$ cat src/rtl/interrupt_sequencer.sv
// Interrupt entry/exit sequencer: accepts interrupts at Q4 instruction boundaries,
// forces NOP cycles and vectors the PC. Optional INT-pin edge detector under PIC_INT_PIN_EN.
module interrupt_sequencer #(
  parameter int                  PC_WIDTH     = 13,
  parameter logic [PC_WIDTH-1:0] VECTOR_ADDR  = 13'h004,
  parameter int                  FLUSH_CYCLES = 2
) (
  input  logic                clk,
  input  logic                rst,
  input  logic [1:0]          q_phase,
  input  logic                instr_last,
  input  logic                is_retfie,
  input  logic [7:0]          intcon_in,
  input  logic [7:0]          pie1_in,
  input  logic [7:0]          pir1_in,
`ifdef PIC_INT_PIN_EN
  input  logic                int_pin,
  input  logic                intedg,
  output logic                intf_set,
`endif
  output logic                int_take,
  output logic                stack_push,
  output logic                gie_clr,
  output logic                gie_set,
  output logic                int_flush,
  output logic                pc_vec_en,
  output logic [PC_WIDTH-1:0] pc_vec_addr,
  output logic                busy
);

  localparam int CW = $clog2(FLUSH_CYCLES) + 1;
  localparam logic [CW-1:0] CNT_LOAD = CW'(FLUSH_CYCLES - 1);

  localparam logic [0:0] IDLE  = 1'b0;
  localparam logic [0:0] FLUSH = 1'b1;

  logic [0:0]    state;
  logic [CW-1:0] flush_cnt;
  logic          boundary;
  logic          pending;
  logic          q4;

  wire gie  = intcon_in[7];
  wire peie = intcon_in[6];
  wire t0ie = intcon_in[5];
  wire inte = intcon_in[4];
  wire rbie = intcon_in[3];
  wire t0if = intcon_in[2];
  wire intf = intcon_in[1];
  wire rbif = intcon_in[0];

  assign q4       = (q_phase == 2'd3);
  assign boundary = q4 && instr_last;
  assign pending  = gie && ((t0ie && t0if) || (inte && intf) || (rbie && rbif) ||
                            (peie && (|(pie1_in & pir1_in))));

  // Entry/exit pulses are combinational so they land in the boundary clock itself;
  // gating with rst keeps every output low for the whole reset interval.
  assign int_take   = !rst && (state == IDLE) && boundary && pending && !is_retfie;
  assign stack_push = int_take;
  assign gie_clr    = int_take;
  assign gie_set    = !rst && (state == IDLE) && boundary && is_retfie;

  assign int_flush   = (state == FLUSH);
  assign busy        = (state != IDLE);
  assign pc_vec_en   = (state == FLUSH) && q4 && (flush_cnt == CNT_LOAD);
  assign pc_vec_addr = VECTOR_ADDR;

  always_ff @(posedge clk or posedge rst) begin
    if (rst) begin
      state     <= IDLE;
      flush_cnt <= '0;
    end else begin
      case (state)
        IDLE: begin
          if (int_take) begin
            state     <= FLUSH;
            flush_cnt <= CNT_LOAD;
          end
        end
        FLUSH: begin
          if (q4) begin
            if (flush_cnt == '0) state <= IDLE;
            else                 flush_cnt <= flush_cnt - 1'b1;
          end
        end
        default: state <= IDLE;
      endcase
    end
  end

`ifdef PIC_INT_PIN_EN
  // Two-flop synchroniser, then a delayed copy for edge detection; the edge pulse
  // is registered, giving three clocks from pin to intf_set.
  logic pin_s1, pin_s2, pin_s3;

  always_ff @(posedge clk or posedge rst) begin
    if (rst) begin
      pin_s1   <= 1'b0;
      pin_s2   <= 1'b0;
      pin_s3   <= 1'b0;
      intf_set <= 1'b0;
    end else begin
      pin_s1   <= int_pin;
      pin_s2   <= pin_s1;
      pin_s3   <= pin_s2;
      intf_set <= intedg ? (pin_s2 && !pin_s3) : (!pin_s2 && pin_s3);
    end
  end
`endif

endmodule

$ cat config.mk
export PLATFORM = sky130hd
export DESIGN_NAME = interrupt_sequencer
export DESIGN_NICKNAME = d
export VERILOG_FILES = /design/src/rtl/interrupt_sequencer.sv
export SDC_FILE = /design/constraint.sdc
export NUM_CORES = 1
export LEC_CHECK = 0
export BUFFER_PORTS_ARGS = -buffer_cell sky130_fd_sc_hd__buf_2
export CAP_MARGIN = 5
export CORE_MARGIN = 2
export CORE_UTILIZATION = 29
export CTS_BUF_LIST = sky130_fd_sc_hd__clkbuf_4
export CTS_CLUSTER_SIZE = 16
export DETAILED_ROUTE_END_ITERATION = 8
export HOLD_SLACK_MARGIN = 0.1
export PLACE_DENSITY = 0.77
export SYNTH_ARGS = -nofsm -noshare
export SYNTH_HDL_FRONTEND = slang
export SYNTH_SLANG_ARGS = --single-unit
$ cat constraint.sdc
create_clock -name clk -period 1.37 [get_ports clk]
set_clock_uncertainty 0.15 [all_clocks]
set_input_delay 0.274 -clock clk [delete_from_list [all_inputs] [get_ports clk]]
set_output_delay 0.274 -clock clk [all_outputs]
set_load 0.02 [all_outputs]
======== After elaboration in Yosys (flattened, before gate mapping) ========
Cells that the tools add are included.
cells by class
  muxes and demuxes ....................... 8
  bitwise gates (word level) .............. 2
  reductions and logical operators ........ 21
  $add $sub $neg .......................... 1
  equal/unequal tests ..................... 5
operators with widths
  cell                 number
  $logic_and 1x1->1    13
  $and 8x8->8          1
  $reduce_or 8->1      1
  $mux 2               3
  $ne 2x2->1 const B   2
  $pmux 2 s2           1
  $logic_or 1x1->1     3
  $mux 1               3
  $reduce_and 3->1     1
  $eq 2x1->1 const B   1
  $eq 2x2->1 const B   1
  $logic_not 1->1      2
  $logic_not 2->1      1
  $ne 2x1->1 const B   1
  $pmux 1 s2           1
  $sub 2x1->2 const B  1
  $not 1->1            1
storage, ports and cells
  logic and storage cells ................. 39
  bits in registers ....................... 3
  input port bits ......................... 30

======== Longest topological paths before layout ========
Gate-level depths: netlist of run 1.
  depth after elaboration ................. 9
  mapped depth ............................ 5
  gate-level depth less buffers ........... 5

======== Worst setup path before layout of run 1 ========
Ideal clock, no wire load.
  kind .................................... reg-to-output
  start ................................... reg state, in the netlist busy
  end ..................................... out int_take
  buffers on the path ..................... 1
  data required time ...................... 0.946 ns
  slack ................................... -0.466 ns
  data arrival time ....................... 1.412 ns
  stages on the path, launching flop included .. 5
  cell sequence ........................... dfrtp_1 nor3b_1 nand4b_1 a21oi_2 buf_4
on the way
  cells in the longest elaborated chain, start to end .. 5
RTL lines
  what                             line  RTL
  from (decl)                      37    logic [0:0] state;
  from (signal assigned)           71    state <= IDLE;
  from (signal assigned)           77    state <= FLUSH;
  from (signal assigned)           83    if (flush_cnt == '0) state <= IDLE;
  $not 1->1                        n/a
  $logic_and 1x1->1 (4 in series)  59    assign int_take = !rst && (state == IDLE) && boundary && pending && !is_retfie;
  to (decl)                        21    output logic int_take,
No other way between the ends.

======== Final worst setup path of run 1 ========
  start ................................... in pir1_in[0]
  end ..................................... out gie_clr
on the way
  cells in the longest elaborated chain, start to end .. 7
RTL lines
  what                             line  RTL
  from (decl)                      15    input logic [7:0] pir1_in,
  $and 8x8->8                      55    (peie && (|(pie1_in & pir1_in))));
  $reduce_or 8->1                  55
  $logic_and 1x1->1                55
  $logic_or 1x1->1                 54    assign pending = gie && ((t0ie && t0if) || (inte && intf) || (rbie && rbif) ||
  $logic_and 1x1->1                54
  $logic_and 1x1->1 (2 in series)  59
  to (decl)                        23    output logic gie_clr,
No other way between the ends.

==> results.txt, run 1 <==
----------------------------------------------------
[Run status]
  Run status ... complete, but fails checks
  Violations in the final reports ... negative setup slack

[Placement]
  GPL Wtd Cong ... 0.590
  Placed cell area ... 564 µm²
  PortBufs ... 36
  Detailed-placement wirelength estimate ... 925 µm

[Global routing]
  Global-route wire length before repair ... 1240 µm
  Overall overflow remaining after global route ... 0
  Number of global-route vias before repair ... 355
  Global Route Usage Sum ... 11.6%
  Pin count of the biggest net entering global routing ... 7
  Number of antenna violations at the first check in global routing ... 0

[Drt]
  Aggregate routed wire length ... 1090 µm
  Total via count in the routed design ... 442
  Residual DRC ... 0
  Number of nets still failing antenna checks after routing ... 0
  Routed len/inst ... 10.6 µm
  Number of iterations in the first detailed-routing pass ... 4
  Vias per Instance ... 4.29
  Number of design-rule violations left by the first detailed-router iteration ... 5

[Clocking]
  Clock edge transition at the registers on the reported setup and hold paths ... 40 ps
  Maximum count of clock buffers along a single path ... 2
  TritonCTS Sinks ... 3
  CTS root buf ... sky130_fd_sc_hd__clkbuf_4
  H-tree levels ... 1
  Worst-skew pair later-pin latency ... 220 ps
  Clock buffer count from CTS ... 3
  CTS tree ... done

[Yosys]
  Count of state elements after synthesis ... 3
  Yosys cell types ... 18
  Fraction of the yosys area taken by sequential cells ... 19.3%
  Area of the mapped netlist ... 389 µm²
  Mean instance size in the synthesized netlist ... 8.46 µm²
  Number of instances in the synthesized netlist ... 46
  Yosys warning count ... 0

[STA]
  Fin. Hold Viols ... 0
  Final Max Tran Viols ... 0
  Setup ws final ... -380 ps
  Clock period minus worst slack ... 1750 ps
  Final-layout worst hold slack ... 308 ps
  Setup repair after global routing missed its margin ... true
  Crit share post-route ... 128%
  Final setup violation count ... 8
  Fmax ... 571 MHz

[Pwr]
  Sw Ratio ... 38.1%
  Proportion of power drawn by the clock network ... 23.4%
  Pwr/cell area ... 1080 nW/µm²
  Switch Pwr ... 0.000274 W
  Combinational cell fraction of total power ... 54.9%
  Internal power summed over all cells ... 0.000446 W
  Worst VDD drop ... 0.625 mV
  Leak Pwr ... 0.380 nW
  Flop pwr share ... 21.7%

[Worst setup path]
  Kind of launch point of the worst setup path ... input pin
  Critical setup path kind ... input pin to output pin
  Max stage delay on crit path ... 400 ps
  CP max-delay cell ... sky130_fd_sc_hd__o41ai_4
  Cell Chain, Critical Path ... buf_2 -> a22o_1 -> o41ai_4 -> a21oi_4 -> buf_4
  Cell type group with the largest total delay on the critical path ... compound AO/OA/AOI/OAI gates
  Critical Path Fanout Max ... 4
  Critical path arrival ... 1330 ps
  Buf+Inv Stages, Crit Path ... 2
  Crit end category ... output pin
  Worst EP required ... 950 ps

[Final layout]
  Synthesis-to-layout area growth ... 71.1%
  Commonest non-fill, non-tap cells in the layout ... 29 x sky130_fd_sc_hd__buf_2, 13 x sky130_fd_sc_hd__conb_1, 10 x sky130_fd_sc_hd__buf_4
  Multi-input combinational cell area ... 265 µm²
  Register area ... 76.3 µm²
  Share of final-layout standard cells stronger than drive strength 1 ... 60.2%
  Net count of the finished layout ... 121
  Number of inserted diodes ... 0
  Fillers ... 128
  Most common cell after layout, fill and taps aside ... sky130_fd_sc_hd__buf_2
  Final design area excluding fillers ... 666 µm²

[Worst hold path]
  Type of the most critical hold path ... input pin to async pin

[Run]
  Number of maximum-capacitance violations ... 0

[Floorplanning]
  Initial Utilization ... 30.7%
  Full die area ... 1650 µm²
  Rows ... 13
  Height of the chip ... 40.6 µm
  Num ports ... 50
  Core ar. ... 1270 µm²
  Horizontal extent of the die ... 40.6 µm

----------------------------------------------------
-- flip-flops by register name, summed over array words and instances, names as in the netlist --
name       count
busy           1
flush_cnt      2
-- cell usage after synthesis (all sizes together) --
cell type	number	share of area (%)
buf	16	31
o22a	1	2.3
nand2	4	3.9
a21o	1	1.9
dfrtp	3	19
nor3b	1	1.9
inv	3	2.9
nand4b	1	2.3
a22o	4	9.0
a21oi	1	2.3
and2	1	1.6
and3	2	3.2
nand3b	1	1.9
conb	2	1.9
ha	2	6.4
a222oi	1	2.6
o22ai	1	1.6
o41ai	1	4.2
-- worst paths after layout --
kind	start	slack, ps	cells after the start	endpoint
max reg2reg	busy	-120	6	flush_cnt[1]
max	pir1_in[0]	-380	5	gie_clr
max in group asynchronous	rst	610	3	busy
min in group clk	flush_cnt[1]	410	2	flush_cnt[1]
min	rst	310	3	busy
min reg2reg	flush_cnt[1]	410	2	flush_cnt[1]
-- power by group through the flow --
stage / sequential (W) / clock (W) / combinational, W
after floorplan: 0.000179 / 0 / 0.000223
after global placement: 0.000148 / 0 / 0.000322
after detailed placement: 0.000150 / 0 / 0.000333
after CTS: 0.000156 / 0.000174 / 0.000376
after global routing: 0.000161 / 0.000177 / 0.000432
final: 0.000156 / 0.000168 / 0.000395
-- final cells by class --
cell class,instances,area share [%]
Timing Repair Buffer,43,39.7
Sequential cell,3,11.5
Multi-Input combinational cell,35,39.8
Inverter,3,1.69
Clock buffer,4,4.51
Tap cell,15,2.82
-- worst register-to-register path, cell delays in order, from the launching register on --
cell and delay [ps]:
sky130_fd_sc_hd__dfrtp_2 390, sky130_fd_sc_hd__nor3b_2 170, sky130_fd_sc_hd__nand4b_1 160, sky130_fd_sc_hd__a21oi_4 200, sky130_fd_sc_hd__buf_4 140, sky130_fd_sc_hd__buf_6 90, sky130_fd_sc_hd__o22ai_1 60
-- cell families (layout without fill, tap and decap cells) --
kind of cell / Yosys count / in the layout / share of synthesized area, %
AOI/OAI and AO/OA: 10 / 10 / 23.8
adders and majority gates: 2 / 2 / 6.43
buffers and inverters: 19 / 50 / 33.8
DFF: 3 / 3 / 19.3
other: 2 / 13 / 1.93
and+or+nand+nor: 10 / 10 / 14.8
-- timing repair --
| action | in CTS | in global routing |
|---|---|---|
| buffers inserted | 1 | 1 |
| gates cloned | 0 | 0 |
| endpoints found under the setup margin | 8 | 10 |
| hold buffers | 1 | 0 |
| pin swaps | 4 | 3 |
| endpoints found under the hold margin | 3 | 0 |
| resized for setup | 10 | 4 |
-- routing by layer --
| metal | track usage [%] | wire, µm | vias up |
|---|---|---|---|
| li1 | - | - | 215 |
| met1 | 7.26 | 315 | 194 |
| met2 | 29.0 | 632 | 33 |
| met3 | 0.543 | 142 | 0 |
| met4 | 5.00 | 0 | 0 |
| met5 | 0 | 0 | - |
-- stage by stage --
step / std cells / setup WS (ps) / total power, W / TNS, ps / util [%]
floorplan: 57 / -302 / 0.000402 / -1140 / -
global placement: 96 / -339 / 0.000470 / -1980 / 44.5
detailed placement: 96 / -373 / 0.000482 / -2210 / 44.5
CTS: 102 / -376 / 0.000706 / -1660 / 50.9
global route: 103 / -471 / 0.000770 / -2500 / 52.5
finish: 103 / -380 / 0.000720 / -2030 / 52.5
Note: power is estimated with default switching activity, not from simulation.
==> run 2: changes to the inputs <==
==> config.mk (replaced) <==
export PLATFORM = sky130hd
export DESIGN_NAME = interrupt_sequencer
export DESIGN_NICKNAME = d
export VERILOG_FILES = /design/src/rtl/interrupt_sequencer.sv
export SDC_FILE = /design/constraint.sdc
export NUM_CORES = 1
export LEC_CHECK = 0
export CAP_MARGIN = 5
export CORE_AREA = 2 2 39 41
export CTS_BUF_LIST = sky130_fd_sc_hd__clkbuf_4
export CTS_CLUSTER_SIZE = 16
export DETAILED_ROUTE_END_ITERATION = 8
export DIE_AREA = 0 0 41 43
export DONT_BUFFER_PORTS = 1
export GPL_TIMING_DRIVEN = 0
export HOLD_SLACK_MARGIN = 0.1
export SYNTH_ARGS = -nofsm -noshare
export SYNTH_HDL_FRONTEND = slang
export SYNTH_SLANG_ARGS = --single-unit
==> run 2 against run 1 <==
Net effect:
- the flow still finishes with violations (negative setup slack)
- count of clock-buffer cells in the layout unchanged
- setup slack got worse by 250 ps
- die area increased by 6.8%
- largest cell class unchanged
- worst hold slack got worse by 100 ps
- wire length decreased by 16%
- critical path type is now flip-flop to output pin
- clock power about the same
- register-to-register slack got worse by 110 ps
- first-iteration DRC count decreased by 20%
==> results.txt, run 2 (synthesized netlist as in run 1, its figures left out) <==
----------------------------------------------------
[Pwr]
  Worst VDD drop ... 0.850 mV
  Leak Pwr ... 0.292 nW
  Internal power summed over all cells ... 0.000391 W
  Pwr/cell area ... 1150 nW/µm²
  Flop pwr share ... 30.3%
  Combinational cell fraction of total power ... 43.1%
  Overall power after layout ... 0.000635 W
  Switch Pwr ... 0.000244 W
  Proportion of power drawn by the clock network ... 26.6%
  Sw Ratio ... 38.5%

[Final layout]
  Number of inserted diodes ... 0
  Commonest non-fill, non-tap cells in the layout ... 16 x sky130_fd_sc_hd__buf_4, 13 x sky130_fd_sc_hd__conb_1, 4 x sky130_fd_sc_hd__nand2_1, 4 x sky130_fd_sc_hd__a22o_1, 4 x sky130_fd_sc_hd__clkbuf_4
  Non-filler cells, final ... 80
  Final design area excluding fillers ... 551 µm²
  Most common cell after layout, fill and taps aside ... sky130_fd_sc_hd__buf_4
  Register containing the most flip-flops in the final layout ... flush_cnt
  Net count of the finished layout ... 97
  Synthesis-to-layout area growth ... 41.5%
  Flip-flop count of the largest register, all copies and words added ... 2
  Share of final-layout standard cells stronger than drive strength 1 ... 43.8%

[Drt]
  Routed len/inst ... 11.4 µm
  Aggregate routed wire length ... 913 µm
  Number of iterations in the first detailed-routing pass ... 4
  Number of design-rule violations left by the first detailed-router iteration ... 4
  Vias per Instance ... 4.44
  Residual DRC ... 0
  Total via count in the routed design ... 355
  Number of nets still failing antenna checks after routing ... 0

[STA]
  Setup repair after global routing missed its margin ... true
  Final Max Tran Viols ... 0
  Setup ws final ... -633 ps
  Fmax ... 499 MHz
  Setup_tns ... -2700 ps
  Final setup violation count ... 8
  Fin. Hold Viols ... 0
  Pin slew with the least headroom to its limit ... 508 ps
  Crit share post-route ... 146%
  Clock period minus worst slack ... 2000 ps
  Worst max-slew margin expressed relative to the limit ... 66.1%

[Floorplanning]
  Horizontal extent of the die ... 41 µm
  Full die area ... 1760 µm²
  Rows ... 14
  Initial Utilization ... 28.1%
  Height of the chip ... 43 µm
  Core ar. ... 1380 µm²
  Num ports ... 50

[Worst setup path]
  Critical Path Fanout Max ... 7
  Critical path depth in cells ... 4
  CP startpoint ... busy
  Cell type group with the largest total delay on the critical path ... flip-flops
  Worst reg2reg setup slack ... -230 ps
  CP max-delay cell ... sky130_fd_sc_hd__dfrtp_2
  Kind of launch point of the worst setup path ... flip-flop
  Critical setup path kind ... flip-flop to output pin
  Critical path arrival ... 1580 ps
  Crit end category ... output pin
  Startpoint of the lowest-slack register-to-register path ... busy
  Worst EP required ... 950 ps
  Buf+Inv Stages, Crit Path ... 1
  Capture point of the critical path ... int_take
  Cell Chain, Critical Path ... nor3b_4 -> nand4b_1 -> a21oi_4 -> buf_6
  Max stage delay on crit path ... 490 ps
  Worst reg2reg path depth ... 4
  RR Endpoint ... flush_cnt[1]

[Clocking]
  H-tree levels ... 1
  Clock buffer count from CTS ... 3
  CTS root buf ... sky130_fd_sc_hd__clkbuf_4
  Maximum count of clock buffers along a single path ... 2
  Clock edge transition at the registers on the reported setup and hold paths ... 40 ps
  Worst-skew pair later-pin latency ... 230 ps
  TritonCTS Sinks ... 3
  CTS tree ... done

[Placement]
  Pre-CTS worst setup slack ... -407 ps
  Placed cell area ... 483 µm²
  Detailed-placement wirelength estimate ... 833 µm
  Post-placement cell count ... 73
  GPL Wtd Cong ... 0.600
  PortBufs ... 0

[Run]
  Number of maximum-capacitance violations ... 0

[Global routing]
  Overall overflow remaining after global route ... 0
  Pin count of the biggest net entering global routing ... 8
  Number of antenna violations at the first check in global routing ... 0
  Number of global-route vias before repair ... 357
  Global-route wire length before repair ... 1390 µm
  Global Route Usage Sum ... 12.3%

[Worst hold path]
  Type of the most critical hold path ... input pin to async pin

[Run status]
  Run status ... complete, but fails checks
  Violations in the final reports ... negative setup slack

----------------------------------------------------
run 2: metal layers:
| layer | up-vias | wire [µm] | GRT usage (%) |
|---|---|---|---|
| li1 | 168 | - | - |
| met1 | 150 | 216 | 7.79 |
| met2 | 37 | 500 | 22.2 |
| met3 | 0 | 197 | 7.85 |
| met4 | 0 | 0 | 8.00 |
| met5 | - | 0 | 0 |
run 2: cell type report:
type | instances | area (µm²)
fillers | 142 | 833
multi-input cells | 35 | 260
plain buffers | 16 | 128
flip-flops and latches | 3 | 76.3
clock buffers | 4 | 30.0
repair buffers | 3 | 25.0
well taps | 16 | 20.0
inverters | 3 | 11.3
run 2: worst min-delay path by stage:
stage	to	cells after the start
after floorplan	flush_cnt[0]	1
after global placement	flush_cnt[1]	1
after detailed placement	flush_cnt[0]	1
after CTS	flush_cnt[0]	2
after global routing	flush_cnt[0]	2
final	flush_cnt[0]	2
run 2: power groups by stage:
stage / sequential, W / clock [W] / combinational, W
after floorplan: 0.000179 / 0 / 0.000223
after global placement: 0.000189 / 0 / 0.000239
after detailed placement: 0.000190 / 0 / 0.000246
after CTS: 0.000189 / 0.000176 / 0.000250
after global routing: 0.000201 / 0.000181 / 0.000304
final: 0.000192 / 0.000169 / 0.000274
run 2: worst register-to-register path: cells and delay by family, from the launching register on:
family	cells	cell delay, ps
AO/OA/AOI/OAI	2	450
flip-flops	1	490
AND/OR/NAND/NOR	2	370
run 2: repair_timing:
action,in CTS,in global routing
cloned,0,0
buffers inserted,0,2
hold endpoints to repair,3,0
hold buffers,1,0
resized for setup,2,2
setup endpoints to repair,8,8
pin swaps,1,2
run 2: metrics by stage:
| stage | hold slack, ps | utilization (%) |
|---|---|---|
| finish | 205 | 39.8 |
| global route | 239 | 39.8 |
| CTS | 191 | 38.0 |
| detailed placement | -114 | 34.9 |
| global placement | -116 | 34.9 |
| floorplan | -122 | - |
==> run 3: changes to the inputs <==
--- a/config.mk
+++ b/config.mk
@@ -12,8 +12,10 @@
 export DETAILED_ROUTE_END_ITERATION = 8
 export DIE_AREA = 0 0 41 43
 export DONT_BUFFER_PORTS = 1
+export GPL_ROUTABILITY_DRIVEN = 0
 export GPL_TIMING_DRIVEN = 0
 export HOLD_SLACK_MARGIN = 0.1
+export PLACE_DENSITY = 0.52
 export SYNTH_ARGS = -nofsm -noshare
 export SYNTH_HDL_FRONTEND = slang
 export SYNTH_SLANG_ARGS = --single-unit
==> constraint.sdc (replaced) <==
create_clock -name clk -period 1.37 [get_ports clk]
set_clock_uncertainty 0.15 [all_clocks]
set_input_delay 0.2055 -clock clk [delete_from_list [all_inputs] [get_ports clk]]
set_output_delay 0.2055 -clock clk [all_outputs]
set_load 0.02 [all_outputs]
==> run 3 against run 2 <==
Net effect:
- the flow still finishes with violations (negative setup slack)
- non-clock buffer count is 2 lower
- die area stayed put
- total power is 3.2% lower
- cell area is 2.7% lower
- register-to-register slack worse by 60 ps
- clock power hardly changed
- critical path type unchanged
- largest cell class unchanged
==> results.txt, run 3 (synthesized netlist as in run 1, its figures left out) <==
----------------------------------------------------
[STA]
  Final-layout worst hold slack ... 136 ps
  Crit share post-route ... 145%
  Final Max Tran Viols ... 0
  Final setup violation count ... 8
  Fin. Hold Viols ... 0
  Clock period minus worst slack ... 1980 ps
  Fmax ... 504 MHz
  Setup repair after global routing missed its margin ... true
  Setup ws final ... -613 ps

[Placement]
  Pre-CTS worst setup slack ... -408 ps
  Detailed-placement wirelength estimate ... 737 µm
  Placed cell area ... 483 µm²
  PortBufs ... 0

[Floorplanning]
  Core ar. ... 1380 µm²
  Initial Utilization ... 28.1%
  Num ports ... 50
  Full die area ... 1760 µm²
  Rows ... 14
  Horizontal extent of the die ... 41 µm
  Height of the chip ... 43 µm

[Pwr]
  Worst VDD drop ... 0.701 mV
  Internal power summed over all cells ... 0.000371 W
  Combinational cell fraction of total power ... 40.2%
  Leak Pwr ... 0.283 nW
  Switch Pwr ... 0.000244 W
  Sw Ratio ... 39.6%
  Proportion of power drawn by the clock network ... 28.0%
  Pwr/cell area ... 1150 nW/µm²
  Flop pwr share ... 31.7%
  Overall power after layout ... 0.000615 W

[Global routing]
  Global Route Usage Sum ... 10.4%
  Number of antenna violations at the first check in global routing ... 0
  Global-route wire length before repair ... 1190 µm
  Number of global-route vias before repair ... 321
  Pin count of the biggest net entering global routing ... 8
  Overall overflow remaining after global route ... 0

[Worst setup path]
  Worst reg2reg setup slack ... -290 ps
  Kind of launch point of the worst setup path ... flip-flop
  Critical Path Fanout Max ... 7
  RR Endpoint ... flush_cnt[1]
  Max stage delay on crit path ... 490 ps
  Worst reg2reg path depth ... 4
  CP max-delay cell ... sky130_fd_sc_hd__dfrtp_2
  Crit end category ... output pin
  Critical path arrival ... 1630 ps
  Worst EP required ... 1010 ps
  Cell Chain, Critical Path ... nor3b_4 -> nand4b_1 -> a21oi_4 -> buf_6
  Startpoint of the lowest-slack register-to-register path ... busy
  Cell type group with the largest total delay on the critical path ... flip-flops
  Buf+Inv Stages, Crit Path ... 1
  Critical setup path kind ... flip-flop to output pin

[Drt]
  Total via count in the routed design ... 332
  Number of iterations in the first detailed-routing pass ... 4
  Residual DRC ... 0
  Number of nets still failing antenna checks after routing ... 0
  Routed len/inst ... 10.5 µm
  Number of design-rule violations left by the first detailed-router iteration ... 3
  Vias per Instance ... 4.26
  Aggregate routed wire length ... 822 µm

[Final layout]
  Synthesis-to-layout area growth ... 37.6%
  Flip-flop count of the largest register, all copies and words added ... 2
  Register containing the most flip-flops in the final layout ... flush_cnt
  Net count of the finished layout ... 95
  Number of inserted diodes ... 0
  Fillers ... 155
  Most common cell after layout, fill and taps aside ... sky130_fd_sc_hd__buf_4
  Commonest non-fill, non-tap cells in the layout ... 14 x sky130_fd_sc_hd__buf_4, 13 x sky130_fd_sc_hd__conb_1, 4 x sky130_fd_sc_hd__nand2_1, 4 x sky130_fd_sc_hd__a22o_1, 4 x sky130_fd_sc_hd__clkbuf_4
  Share of final-layout standard cells stronger than drive strength 1 ... 41.9%
  Final design area excluding fillers ... 536 µm²

[Clocking]
  Worst-skew pair later-pin latency ... 230 ps
  Clock edge transition at the registers on the reported setup and hold paths ... 40 ps
  Maximum count of clock buffers along a single path ... 2
  Post-CTS setup-driven buffer insertion count ... 0
  CTS root buf ... sky130_fd_sc_hd__clkbuf_4
  Clock buffer count from CTS ... 3
  CTS tree ... done
  H-tree levels ... 1
  TritonCTS Sinks ... 3

[Run status]
  Violations in the final reports ... negative setup slack
  Run status ... complete, but fails checks

[Worst hold path]
  Type of the most critical hold path ... input pin to async pin

[Run]
  Number of maximum-capacitance violations ... 0

----------------------------------------------------
-- run 3: cell types whose count changed in the layout (fill, tap and decap cells not counted) --
cell	delta
sky130_fd_sc_hd__buf_4	-2
-- run 3: worst reg2reg max path, stage by stage, from the launching register on --
cell and delay (ps):
sky130_fd_sc_hd__dfrtp_2 490, sky130_fd_sc_hd__nor3b_4 230, sky130_fd_sc_hd__nand4b_1 180, sky130_fd_sc_hd__a21oi_4 330, sky130_fd_sc_hd__o22ai_1 140
-- run 3: cell type report --
| class | count | area [µm²] | share of cell area [%] |
|---|---|---|---|
| Clock buffer | 4 | 30.0 | 5.61 |
| Sequential cell | 3 | 76.3 | 14.3 |
| Multi-Input combinational cell | 35 | 260 | 48.6 |
| Inverter | 3 | 11.3 | 2.10 |
| Tap cell | 16 | 20.0 | 3.74 |
| Buffer | 16 | 128 | 23.8 |
| Timing Repair Buffer | 1 | 10.0 | 1.87 |
-- run 3: repair_timing --
item	in CTS	in global routing
pin swaps	2	2
endpoints found under the setup margin	8	8
endpoints found under the hold margin	3	0
gates resized for setup	4	0
hold buffers	1	0
-- run 3: power groups by stage --
stage	Sequential (W)	Clock (W)	Combinational [W]
final	0.000195	0.000172	0.000247
after global placement	0.000193	0	0.000241
after detailed placement	0.000193	0	0.000242
after floorplan	0.000179	0	0.000223
after global routing	0.000204	0.000186	0.000280
after CTS	0.000196	0.000182	0.000250
-- run 3: worst max-delay path by stage --
stage	from	end	slack (ps)	cells past startpoint
finish	busy	stack_push	-610	4
global route	busy	stack_push	-720	4
CTS	busy	stack_push	-650	4
detailed placement	busy	stack_push	-410	4
global placement	busy	stack_push	-390	4
floorplan	busy	int_take	-230	4
-- run 3: per-layer routing --
metal	wire length [µm]	global-route usage, %
met2	467	19.7
met4	0	8.00
met5	0	0
met3	160	4.19
met1	195	6.49
-- run 3: per-stage QoR --
stage                     setup TNS, ps  std cells  util [%]
after floorplan                    -812         57         -
after global placement            -1770         73      34.9
after detailed placement          -1890         73      34.9
after CTS                         -2840         78      38.7
after global routing              -3350         78      38.7
final                             -2630         78      38.7
